### src/rtl/winograd_stitch_ctrl.sv
// Assembles a TRxTC grid of Winograd output tiles into an OUT_H x OUT_W image and streams it out row by row.
// Define WINO_STITCH_PINGPONG_EN for two image buffers (fill one while draining the other); default is one buffer.
module winograd_stitch_ctrl #(
  parameter int DATA_WIDTH = 16,
  parameter int TILE       = 4,
  parameter int OUT_H      = 8,
  parameter int OUT_W      = 10
) (
  input  logic                              clk,
  input  logic                              rst_n,
  input  logic                              clear,
  input  logic                              tile_valid,
  output logic                              tile_ready,
  input  logic [TILE*TILE*DATA_WIDTH-1:0]   tile_data,
  output logic                              row_valid,
  input  logic                              row_ready,
  output logic [OUT_W*DATA_WIDTH-1:0]       row_data,
  output logic [$clog2(OUT_H)-1:0]          row_idx,
  output logic                              row_last,
  output logic                              frame_done,
  output logic                              busy
);
  localparam int TR  = (OUT_H + TILE - 1) / TILE;
  localparam int TC  = (OUT_W + TILE - 1) / TILE;
  localparam int TRW = (TR > 1) ? $clog2(TR) : 1;
  localparam int TCW = (TC > 1) ? $clog2(TC) : 1;
  localparam int RW  = $clog2(OUT_H);
`ifdef WINO_STITCH_PINGPONG_EN
  localparam int NBUF = 2;
`else
  localparam int NBUF = 1;
`endif

  typedef enum logic {IDLE, DRAIN} state_t;

  state_t                                          state;
  logic [NBUF-1:0][OUT_H-1:0][OUT_W-1:0][DATA_WIDTH-1:0] img, img_d;
  logic [TRW-1:0]  tr;
  logic [TCW-1:0]  tc;
  logic [RW-1:0]   rcnt;
  logic [NBUF-1:0] full, full_nxt;
  logic            fb, db, db_nxt;
  logic            tile_hs, tile_last, fill_done, row_hs, row_end;

  // a handshake coinciding with clear is dropped
  assign tile_hs   = tile_valid && tile_ready && !clear;
  assign tile_last = (tr == TRW'(TR - 1)) && (tc == TCW'(TC - 1));
  assign fill_done = tile_hs && tile_last;
  assign row_hs    = row_valid && row_ready && !clear;
  assign row_end   = row_hs && (rcnt == RW'(OUT_H - 1));

  assign tile_ready = !full[fb];
  assign row_valid  = (state == DRAIN);
  assign row_data   = img[db][rcnt];
  assign row_idx    = rcnt;
  assign row_last   = row_valid && (rcnt == RW'(OUT_H - 1));
  assign busy       = (tr != '0) || (tc != '0) || (|full);

  always_comb begin
    full_nxt = full;
    db_nxt   = db;
    if (fill_done) full_nxt[fb] = 1'b1;
    if (row_end) begin
      full_nxt[db] = 1'b0;
      if (NBUF > 1) db_nxt = ~db;
    end
  end

  // Drain state follows the flag of the buffer next in line, so a frame
  // completing this cycle is presented on the very next cycle.
  always_ff @(posedge clk or negedge rst_n) begin
    if (!rst_n) begin
      state      <= IDLE;
      tr         <= '0;
      tc         <= '0;
      rcnt       <= '0;
      full       <= '0;
      fb         <= 1'b0;
      db         <= 1'b0;
      frame_done <= 1'b0;
    end else if (clear) begin
      state      <= IDLE;
      tr         <= '0;
      tc         <= '0;
      rcnt       <= '0;
      full       <= '0;
      fb         <= 1'b0;
      db         <= 1'b0;
      frame_done <= 1'b0;
    end else begin
      if (tile_hs) begin
        if (tc == TCW'(TC - 1)) begin
          tc <= '0;
          tr <= tile_last ? '0 : tr + 1'b1;
        end else begin
          tc <= tc + 1'b1;
        end
        if (tile_last && NBUF > 1) fb <= ~fb;
      end
      if (row_hs) rcnt <= row_end ? '0 : rcnt + 1'b1;
      full       <= full_nxt;
      db         <= db_nxt;
      frame_done <= row_end;
      state      <= full_nxt[db_nxt] ? DRAIN : IDLE;
    end
  end

  // Only in-image pixels exist, so out-of-range tile elements are never stored.
  for (genvar b = 0; b < NBUF; b++) begin : g_buf
    for (genvar y = 0; y < OUT_H; y++) begin : g_row
      for (genvar x = 0; x < OUT_W; x++) begin : g_col
        localparam int E = (y % TILE) * TILE + (x % TILE);
        logic we;
        assign we = tile_hs && (fb == 1'(b)) && (tr == TRW'(y / TILE)) && (tc == TCW'(x / TILE));
        assign img_d[b][y][x] = we ? tile_data[E*DATA_WIDTH +: DATA_WIDTH] : img[b][y][x];
      end
    end
  end

  always_ff @(posedge clk) img <= img_d;

endmodule

### config.mk
export PLATFORM = sky130hd
export DESIGN_NAME = winograd_stitch_ctrl
export DESIGN_NICKNAME = d
export VERILOG_FILES = /design/src/rtl/winograd_stitch_ctrl.sv
export SDC_FILE = /design/constraint.sdc
export NUM_CORES = 1
export LEC_CHECK = 0
export BUFFER_PORTS_ARGS = -buffer_cell sky130_fd_sc_hd__clkbuf_2
export CORE_ASPECT_RATIO = 0.8
export CORE_UTILIZATION = 53
export DETAILED_ROUTE_END_ITERATION = 16
export HOLD_SLACK_MARGIN = 0.15
export PLACE_DENSITY = 0.8
export SLEW_MARGIN = 20
export SYNTH_ARGS = -nofsm -noshare
export SYNTH_HDL_FRONTEND = slang
export SYNTH_SLANG_ARGS = --single-unit
### constraint.sdc
create_clock -name clk -period 20.6 [get_ports clk]
set_clock_uncertainty 0.15 [all_clocks]
set_input_delay 4.12 -clock clk [delete_from_list [all_inputs] [get_ports clk]]
set_output_delay 4.12 -clock clk [all_outputs]
set_load 0.005 [all_outputs]
# ---- Word level (Yosys, flattened, before mapping)
# Index checks and enable logic that the tools add are counted.
dict set report totals {
  ff_bits 1289
  in_bits 261
  out_inout_bits 168
  wordCells 138
}
dict set report classes {
  n_addsub 3
  magnitude_cmp 1
  n_eq_ne 3
  n_mux 18
  bitwise_logic 1
  reduce_logical 26
}
# cell count
set op_table {}
lappend op_table {{binary-select mux 160 bit (select 3 bit)} 1}
lappend op_table {{2-to-1 mux 160 bit} 1}
lappend op_table {{logical AND 1 bit} 16}
lappend op_table {{2-to-1 mux 1 bit} 10}
lappend op_table {{2-to-1 mux 3 bit} 3}
lappend op_table {{nonzero test 2 bit} 4}
lappend op_table {{2-to-1 mux 2 bit} 3}
lappend op_table {{< comparator 3 x 4 -> 1 bit, second input constant} 1}
lappend op_table {{adder 3 x 1 -> 3 bit, second input constant} 1}
lappend op_table {{equality test 3 bit, second input constant} 1}
lappend op_table {{adder 2 x 1 -> 2 bit, second input constant} 1}
lappend op_table {{equality test 2 x 1 -> 1 bit, second input constant} 1}
lappend op_table {{equality test 2 bit, second input constant} 1}
lappend op_table {{zero test 1 bit} 2}
lappend op_table {{zero test 2 bit} 1}
lappend op_table {{logical OR 1 bit} 2}
lappend op_table {{AND reduction 2 bit} 1}
lappend op_table {{adder 1 bit, second input constant} 1}
lappend op_table {{NOT 1 bit} 1}

# ---- Logic depth before layout (Yosys ltp)
# Gate-level depths: netlist (run 1).
dict set report depth {
  word_depth 8
  mapped_depth 6
}

# ---- Worst setup path before layout (run 1)
# OpenSTA, ideal clock, no wires.
dict set report synth_path {
  kind {input -> register}
  startpoint {in clear}
  endpoint {reg img[1000] in the netlist's numbering (enable)}
  setup_ps 1186
  t_arrival_ps 21791
  required_ps 19264
  setup_slack_ps -2527
  path_stages 4
  cell_sequence {clkbuf_1 -> nor2_1 -> nand3_1 -> nor3_1}
}
dict set report synth_between {
  elab_chain_cells 4
}
# element line
set synth_rtl {}
lappend synth_rtl {{start: declaration} 11} ;# input logic clear,
lappend synth_rtl {{zero test 1 bit} 46} ;# assign tile_hs = tile_valid && tile_ready && !clear;
lappend synth_rtl {{logical AND 1 bit} 46}
lappend synth_rtl {{logical AND 1 bit (2 in a row)} n/a}
lappend synth_rtl {{net g_buf[0].g_row[4].g_col[0].we} 113} ;# logic we;
lappend synth_rtl {{end signal: assignment} 120} ;# always_ff @(posedge clk) img <= img_d;
lappend synth_rtl {{end: declaration} 37} ;# logic [NBUF-1:0][OUT_H-1:0][OUT_W-1:0][DATA_WIDTH-1:0] img, img_d;
# The timed path passes the listed nets, and every way through them passes these cells.
# A chain may end at the register's enable or synchronous reset.

# ---- Worst setup path after layout (run 1)
dict set report layout_path {
  startpoint {reg rcnt[0], in the netlist row_idx[0]}
  endpoint {out row_data[128]}
}
dict set report layout_between {
  elab_chain_cells 2
}
# element line
set layout_rtl {}
lappend layout_rtl {{start: declaration} 40} ;# logic [RW-1:0] rcnt;
lappend layout_rtl {{start signal: assignment} 100} ;# if (row_hs) rcnt <= row_end ? '0 : rcnt + 1'b1;
lappend layout_rtl {{binary-select mux 160 bit (select 3 bit)} 54} ;# assign row_data = img[db][rcnt];
lappend layout_rtl {{2-to-1 mux 160 bit (not written as such)} 54}
lappend layout_rtl {{end: declaration} 17} ;# output logic [OUT_W*DATA_WIDTH-1:0] row_data,
# No other way between the ends. The select of a mux whose other input is x is not followed.

==> results of run 1 <==
## routing by layer
layer | GRT usage | up-vias | share of wire | routed length (um)
met5 | 0 | - | 0.00067 | 63
met4 | 0.06184 | 10 | 0.026 | 2473
met3 | 0.04597 | 172 | 0.065 | 6107
met2 | 0.3446 | 681 | 0.52 | 49030
met1 | 0.2646 | 11419 | 0.39 | 36830
li1 | - | 9265 | - | -
## worst min-delay path by stage
stage	to	slack (ps)	cells after the start	startpoint
final	tr	470	2	tr
after global routing	tr	490	2	tr
after CTS	tr	460	2	tr
after detailed placement	tr	440	2	tr
after global placement	tr	420	2	tr
after floorplan	tr	390	2	tr
## metrics by stage
stage | std cells | setup WS [ps] | total power, uW | hold WS (ps)
after CTS | 3689 | 10630 | 5254 | 463.1
after floorplan | 1900 | 4365 | 3065 | 393.3
after detailed placement | 3477 | 11360 | 3138 | 444.8
after global routing | 3694 | 10530 | 5356 | 492.7
after global placement | 3477 | 11400 | 3125 | 415.2
final | 3698 | 11000 | 5210 | 470.2
## critical path, stage by stage (launching register included)
cell      delay [ps]
dfrtp_4          730
buf_16           310
buf_4            740
buf_4            770
buf_4            890
mux4_1           670
mux2_2           280
clkbuf_2         140
## synth_stat cells
cell      count
nor4bb_1      1
buf_2         9
nand3_1       1
edfxtp_1   1280
nor2_1       12
nand4b_1      2
clkbuf_1     34
buf_8         3
dfrtp_1       8
ha_1          2
buf_1        17
o21ai_0       1
a21oi_1       2
mux2i_1       2
mux4_1       77
nor3_1        2
xnor2_1       1
and2_1        1
and3b_1       1
mux4_2      243
nand2b_1      2
inv_1         2
nor2b_1       1
nand3b_1      1
buf_6        29
mux2_2      161
nand2_1       4
a211o_1       1
## flip-flops by register name, summed over array words and instances (netlist names)
| signal | cells |
|---|---|
| row_idx | 3 |
| tc | 2 |
| frame_done | 1 |
| img | 1280 |
| tr | 1 |
| full | 1 |
## logic make-up (layout without fill, tap and decap cells)
family                   count (synthesis)  in the layout  share of synthesized area
flip-flops                            1288           1288                     0.7920
other                                    0              8                          0
AO/OA/AOI/OAI                            4              4                  0.0004873
buffers and inverters                   94            672                    0.01262
AND/OR/NAND/NOR                         28             28                   0.002950
multiplexers                           483            483                     0.1912
adder cells (fa/ha/maj)                  2              2                  0.0005129
XOR/XNOR                                 1              1                  0.0001796
## power by group through the flow
stage	Combinational (uW)	Clock, uW	Sequential (uW)
finish	134	2130	2950
global route	146	2260	2950
CTS	136	2170	2950
detailed placement	135	0	3000
global placement	126	0	3000
floorplan	49.0	0	3020
## area by class of cell
type	count	area (um2)	area share
sequential	1288	38650	0.6904
multi-input combinational	518	9583	0.1712
clock buffer	132	2963	0.05293
timing repair buffer	458	2429	0.04339
tap	1212	1516	0.02709
clock inverter	80	809.5	0.01446
antenna	8	20.02	0.0003576
inverter	2	7.507	0.0001341
==> summary.md, run 1 <==
| Metric | Value |
|---|---|
| Status | `finished, final reports clean` |
| Layout Utilization | `0.6140` |
| Seq/Total Area, Yosys | `0.7920` |
| Clock latency on the worst-skew pair | `~680 ps` |
| Commonest non-fill, non-tap cell in the layout | `edfxtp_1` |
| Rows | `slightly below 100` |
| Crit Path Max Fanout | `54` |
| Final nets | `roughly 2,600` |
| Hold Vio Cnt, Final | `0` |
| Hold_buf cts | `0` |
| Hold Crit Class | `reg -> reg` |
| Via/cell ratio | `5.827` |
| Clock transition at the registers of the reported paths | `~60 ps` |
| Filler cells | `6,013` |
| CP endpoint kind | `output port` |
| Root Driver | `clkbuf_16` |
| Chip width | `between 300 and 400 um` |
| WP data arrival | `5330 ps` |
| R2R Path End | `img[441]` |
| RSZ-0062 raised after global routing | `no` |
| Int Pwr | `4193 uW` |
| Reg2Reg Depth | `5` |
| Post-layout min period | `9596 ps` |
| Core box area | `0.09117 mm2` |
| VDD IR-drop max | `0.0001012 V` |
| Setup tns final | `0 ps` |
| Max Slew Vio Count | `0` |
| Initial drt markers | `roughly 1,600` |
| Vias in the first global route | `22,951` |
| Logic pwr share | `0.026` |
| DRC violations left | `0` |
| Cell taking the most area after synthesis | `edfxtp_1` |
| # H-tree levels | `3` |
| Reg-to-Reg Start | `full` |
| Layout area overhead | `14.75%` |
| Largest net degree at the start of global routing | `between 100 and 150` |
| Clock power frac | `0.409` |
| PwrDens | `approximately 93 mW/mm2` |
| Gr ovfl total | `0` |
| Final Cell Area | `between 0.05 and 0.06 mm2` |
| CTS sink count | `1,288` |
| CTS resizes | `0` |
| Commonest non-fill, non-tap cells in the layout | `1,280 x edfxtp_1, 428 x clkbuf_2, 243 x mux4_2` |
| Top cell type's share of synthesized area | `0.7879` |
| Final cycle utilization of the critical path | `0.4658` |
| CP Class | `reg -> out` |
| Port Buffers | `428` |
| Crit start category | `flip-flop` |
| Sequential group share of total power | `0.566` |
| Max-slew headroom | `0.1585` |
| Number of CTS-inserted buffers | `around 120` |
| Cells after Synth | `about 1,900` |
| First-pass DRT Iterations | `5` |
| Die ar. | `0.09327 mm2` |
| Crit path to | `row_data[128]` |
| Wirelength per Cell | `25.56 um` |
| Placed cell areas | `0.05215 mm2` |
| Ports | `429` |
| #FFs+latches synth | `1,288` |
| First-pass GRT wire length | `141,800 um` |
| Setup crit start | `row_idx[0]` |
| CTS tree | `done` |
| GRT Total Usage | `0.2033` |
| Final antenna-violating net count | `0` |
| Synth area leaders | `edfxtp_1 79%, mux4_2 11%, mux4_1 4.1%` |
| Initial core utilization | `0.5351` |
| Unique masters post-synth | `28` |
| GPL Wtd Cong | `0.7528` |
| Post-synthesis cell area | `0.04878 mm2` |
| Max-capacitance violation count | `0` |
| Initial antenna violation count | `12` |
| Critical Path RT | `16,330 ps` |
| FF-to-FF setup slack | `16,870 ps` |
| Fmax | `approximately 100 MHz` |
| P_leak | `0.01799 uW` |
| Sw Share | `0.1953` |
| HPWL after DPL | `55,330 um` |
| Setup-failing EPs final | `0` |
| CTS max path bufs | `3` |
| Share of cells above drive strength 1 | `0.4185` |
| Syn_nets | `2,163` |
| Mean Syn Cell Area | `25.68 um2` |
| Synth Warn # | `0` |
| P_sw | `1017 uW` |
| Worst-Margin Slew | `~1300 ps` |
| Die Y | `273.4 um` |
| Postcts setup bufs | `0` |
| DR vias | `21,547` |
| Detailed Route WL | `around 95,000 um` |
No activity file was read; power rests on OpenSTA's default activity.
==> run 2: changes to the inputs <==
--- a/config.mk
+++ b/config.mk
@@ -5,12 +5,13 @@
 export SDC_FILE = /design/constraint.sdc
 export NUM_CORES = 1
 export LEC_CHECK = 0
+export ABC_AREA = 1
 export BUFFER_PORTS_ARGS = -buffer_cell sky130_fd_sc_hd__clkbuf_2
 export CORE_ASPECT_RATIO = 0.8
-export CORE_UTILIZATION = 53
+export CORE_UTILIZATION = 54
 export DETAILED_ROUTE_END_ITERATION = 16
 export HOLD_SLACK_MARGIN = 0.15
-export PLACE_DENSITY = 0.8
+export PLACE_DENSITY = 0.81
 export SLEW_MARGIN = 20
 export SYNTH_ARGS = -nofsm -noshare
 export SYNTH_HDL_FRONTEND = slang
==> constraint.sdc (replaced) <==
create_clock -name clk -period 7.8 [get_ports clk]
set_clock_uncertainty 0.15 [all_clocks]
set_input_delay 1.56 -clock clk [delete_from_list [all_inputs] [get_ports clk]]
set_output_delay 1.56 -clock clk [all_outputs]
set_load 0.005 [all_outputs]
==> summary.md, run 2 <==
| Metric | Value |
|---|---|
| Rows | `105` |
| First-pass GRT wire length | `195,200 um` |
| Setup tns final | `0 ps` |
| GPL Wtd Cong | `0.8033` |
| Post-synthesis cell area | `0.05595 mm2` |
| CP most frequent cell | `nand2_1` |
| Initial drt markers | `approximately 3,300` |
| Via/cell ratio | `5.037` |
| First-pass DRT Iterations | `6` |
| PwrDens | `approximately 220 mW/mm2` |
| Post-synth EDFFs | `1,280` |
| Syn_nets | `approximately 5,800` |
| Layout Utilization | `0.6123` |
| Buf/Inv on CP | `3` |
| Clock transition at the registers of the reported paths | `roughly 60 ps` |
| DR vias | `approximately 37,000` |
| Top cell type's share of synthesized area | `0.6869` |
| CTS tree | `done` |
| Layout area overhead | `12.27%` |
| Vias in the first global route | `36,212` |
| Max-capacitance violation count | `0` |
| Max Slew Vio Count | `0` |
| Largest net degree at the start of global routing | `around 210` |
| Ports | `between 400 and 500` |
| Die ar. | `0.1049 mm2` |
| DRC violations left | `0` |
| Initial core utilization | `0.5453` |
| Mean Syn Cell Area | `~10 um2` |
| WP data arrival | `3790 ps` |
| Delay-heaviest family, CP | `buffers and inverters` |
| Final cycle utilization of the critical path | `0.7058` |
| CTS sink count | `1,288` |
| Commonest non-fill, non-tap cells in the layout | `2,092 x nand2_1, 1,287 x inv_1, 1,280 x edfxtp_1` |
| Biggest register | `img` |
| Multi-input gate area | `0.01122 mm2` |
| Worst-Margin Slew | `1304 ps` |
| Hold Crit Class | `reg -> reg` |
| Detailed Route WL | `about 120,000 um` |
| Dominant synthesized flop cell | `edfxtp_1` |
| Crit start category | `flip-flop` |
| Final antenna-violating net count | `0` |
| Postcts setup bufs | `0` |
| Setup-failing EPs final | `0` |
| Die Y | `289.9 um` |
| Final Cell Area | `~0.063 mm2` |
| Async set-reset flop share out of synthesis | `0.006211` |
| CTS resizes | `0` |
| Slowest CP cell | `buf_4` |
| #FFs+latches synth | `approximately 1,300` |
| Status | `finished, final reports clean` |
| Cell taking the most area after synthesis | `edfxtp_1` |
| Setup WS pre-CTS | `3021 ps` |
| Port Buffers | `428` |
| Seq/Total Area, Yosys | `0.6905` |
| Share of cells above drive strength 1 | `0.1048` |
| CP peak stage delay | `around 920 ps` |
| FF/Latch Area | `0.03865 mm2` |
| Fmax | `181.7 MHz` |
| Clock latency on the worst-skew pair | `slightly below 700 ps` |
| Synth area leaders | `edfxtp_1 69%, nand2_1 14%, inv_1 8.6%` |
| GRT Total Usage | `0.2367` |
| Top post-synthesis cells by count | `2,092 x nand2_1, 1,288 x inv_1, 1,280 x edfxtp_1` |
| Post-layout min period | `5505 ps` |
| # H-tree levels | `3` |
| Hold Vio Cnt, Final | `0` |
| RSZ-0062 raised after global routing | `no` |
| Worst path cell trace | `buf_4 > buf_4 > nand3_1 > nand2_1 > nand2_1 > nand2_1 > clkbuf_2` |
| Crit path setup slack, layout | `2295 ps` |
| Crit Path Max Fanout | `82` |
| Cells after Synth | `~5,600` |
| Commonest non-fill, non-tap cell in the layout | `nand2_1` |
| Worst Hold Slack | `450.6 ps` |
| Chip width | `361.9 um` |
| CTS max path bufs | `3` |
| Gr ovfl total | `0` |
| Max FFs per register | `1,280` |
| Placed cell areas | `0.05903 mm2` |
| Root Driver | `clkbuf_16` |
| CP Class | `reg -> out` |
| Critical Path RT | `just over 6000 ps` |
| CP endpoint kind | `output port` |
| Core box area | `0.1026 mm2` |
| Synth Warn # | `0` |
| P_leak | `0.02905 uW` |
| Top-count cell post-synth | `nand2_1` |
| Initial antenna violation count | `19` |
| Wirelength per Cell | `16.82 um` |
| Max-slew headroom | `0.1309` |
| Unique masters post-synth | `16` |
| Number of CTS-inserted buffers | `approximately 120` |
| VDD IR-drop max | `0.0002041 V` |
| Hold_buf cts | `0` |
| Filler cells | `roughly 7,700` |
| Final nets | `6,184` |
| HPWL after DPL | `between 70,000 and 80,000 um` |
==> run 2: cell types whose count changed in the layout (fill, tap and decap cells not counted), moves of 11 or more <==
cell | before | now
nand2_1 | 4 | 2092
inv_1 | 2 | 1287
nand3_1 | 1 | 643
mux4_2 | 243 | 0
mux2_2 | 161 | 0
mux4_1 | 77 | 0
clkbuf_1 | 16 | 33
clkinv_2 | 23 | 12
==> run 2: power by group <==
part           switching [uW]  internal, uW  leakage (uW)  total [uW]
Clock                    2470          3140       0.00181        5610
Combinational             275           113        0.0155         388
Sequential               27.4          7750        0.0117        7780
Total                    2770         11000        0.0290       13800
==> run 2: logic make-up (layout without fill, tap and decap cells) <==
group | after synthesis | after routing | synth area share
AO/OA/AOI/OAI | 9 | 9 | 0.0008048
AND/OR/NAND/NOR | 2746 | 2746 | 0.1986
buffers and inverters | 1539 | 1969 | 0.1097
adder cells (fa/ha/maj) | 2 | 2 | 0.0004471
other | 0 | 13 | 0
flip-flops | 1288 | 1288 | 0.6905
==> run 2: cell type report <==
type / instances / area share
Clock buffer: 155 / 0.05021
Clock inverter: 59 / 0.009560
Antenna cell: 13 / 0.0005178
Timing Repair Buffer: 464 / 0.04065
Tap cell: 1391 / 0.02770
Multi-Input combinational cell: 2757 / 0.1786
Inverter: 1291 / 0.07754
Sequential cell: 1288 / 0.6152
==> run 2: through the flow <==
step | cells | power [uW]
after floorplan | 5584 | 8093
after global placement | 7191 | 8296
after detailed placement | 7191 | 8317
after CTS | 7405 | 13870
after global routing | 7414 | 14160
final | 7418 | 13780
==> run 2: worst reg2reg max path, stage by stage, from the launching register on <==
cell and delay (ps):
dfrtp_1 410, inv_1 120, nand2_1 100, nor2_1 220, nand3_1 250, nor2_4 140
buf_4 600, buf_4 810
==> run 2: routing by layer <==
| layer | track usage | vias to the layer above | routed length, um |
|---|---|---|---|
| met1 | 0.3091 | 17545 | 49180 |
| met4 | 0.08836 | 14 | 3865 |
| met2 | 0.3983 | 1497 | 61640 |
| met3 | 0.03966 | 272 | 10000 |
| li1 | - | 18039 | - |
| met5 | 0 | - | 88 |
==> run 2: worst paths after layout <==
check	start	end	slack, ps	depth (start not counted)
min	tc[1]	tc[1]	450	2
max in group asynchronous	rst_n	row_idx[0]	6720	1
max reg2reg	full	img[1239]	4530	7
min in group asynchronous	rst_n	full	560	1
min reg2reg	tc[1]	tc[1]	450	2
max	row_idx[1]	row_data[27]	2300	7
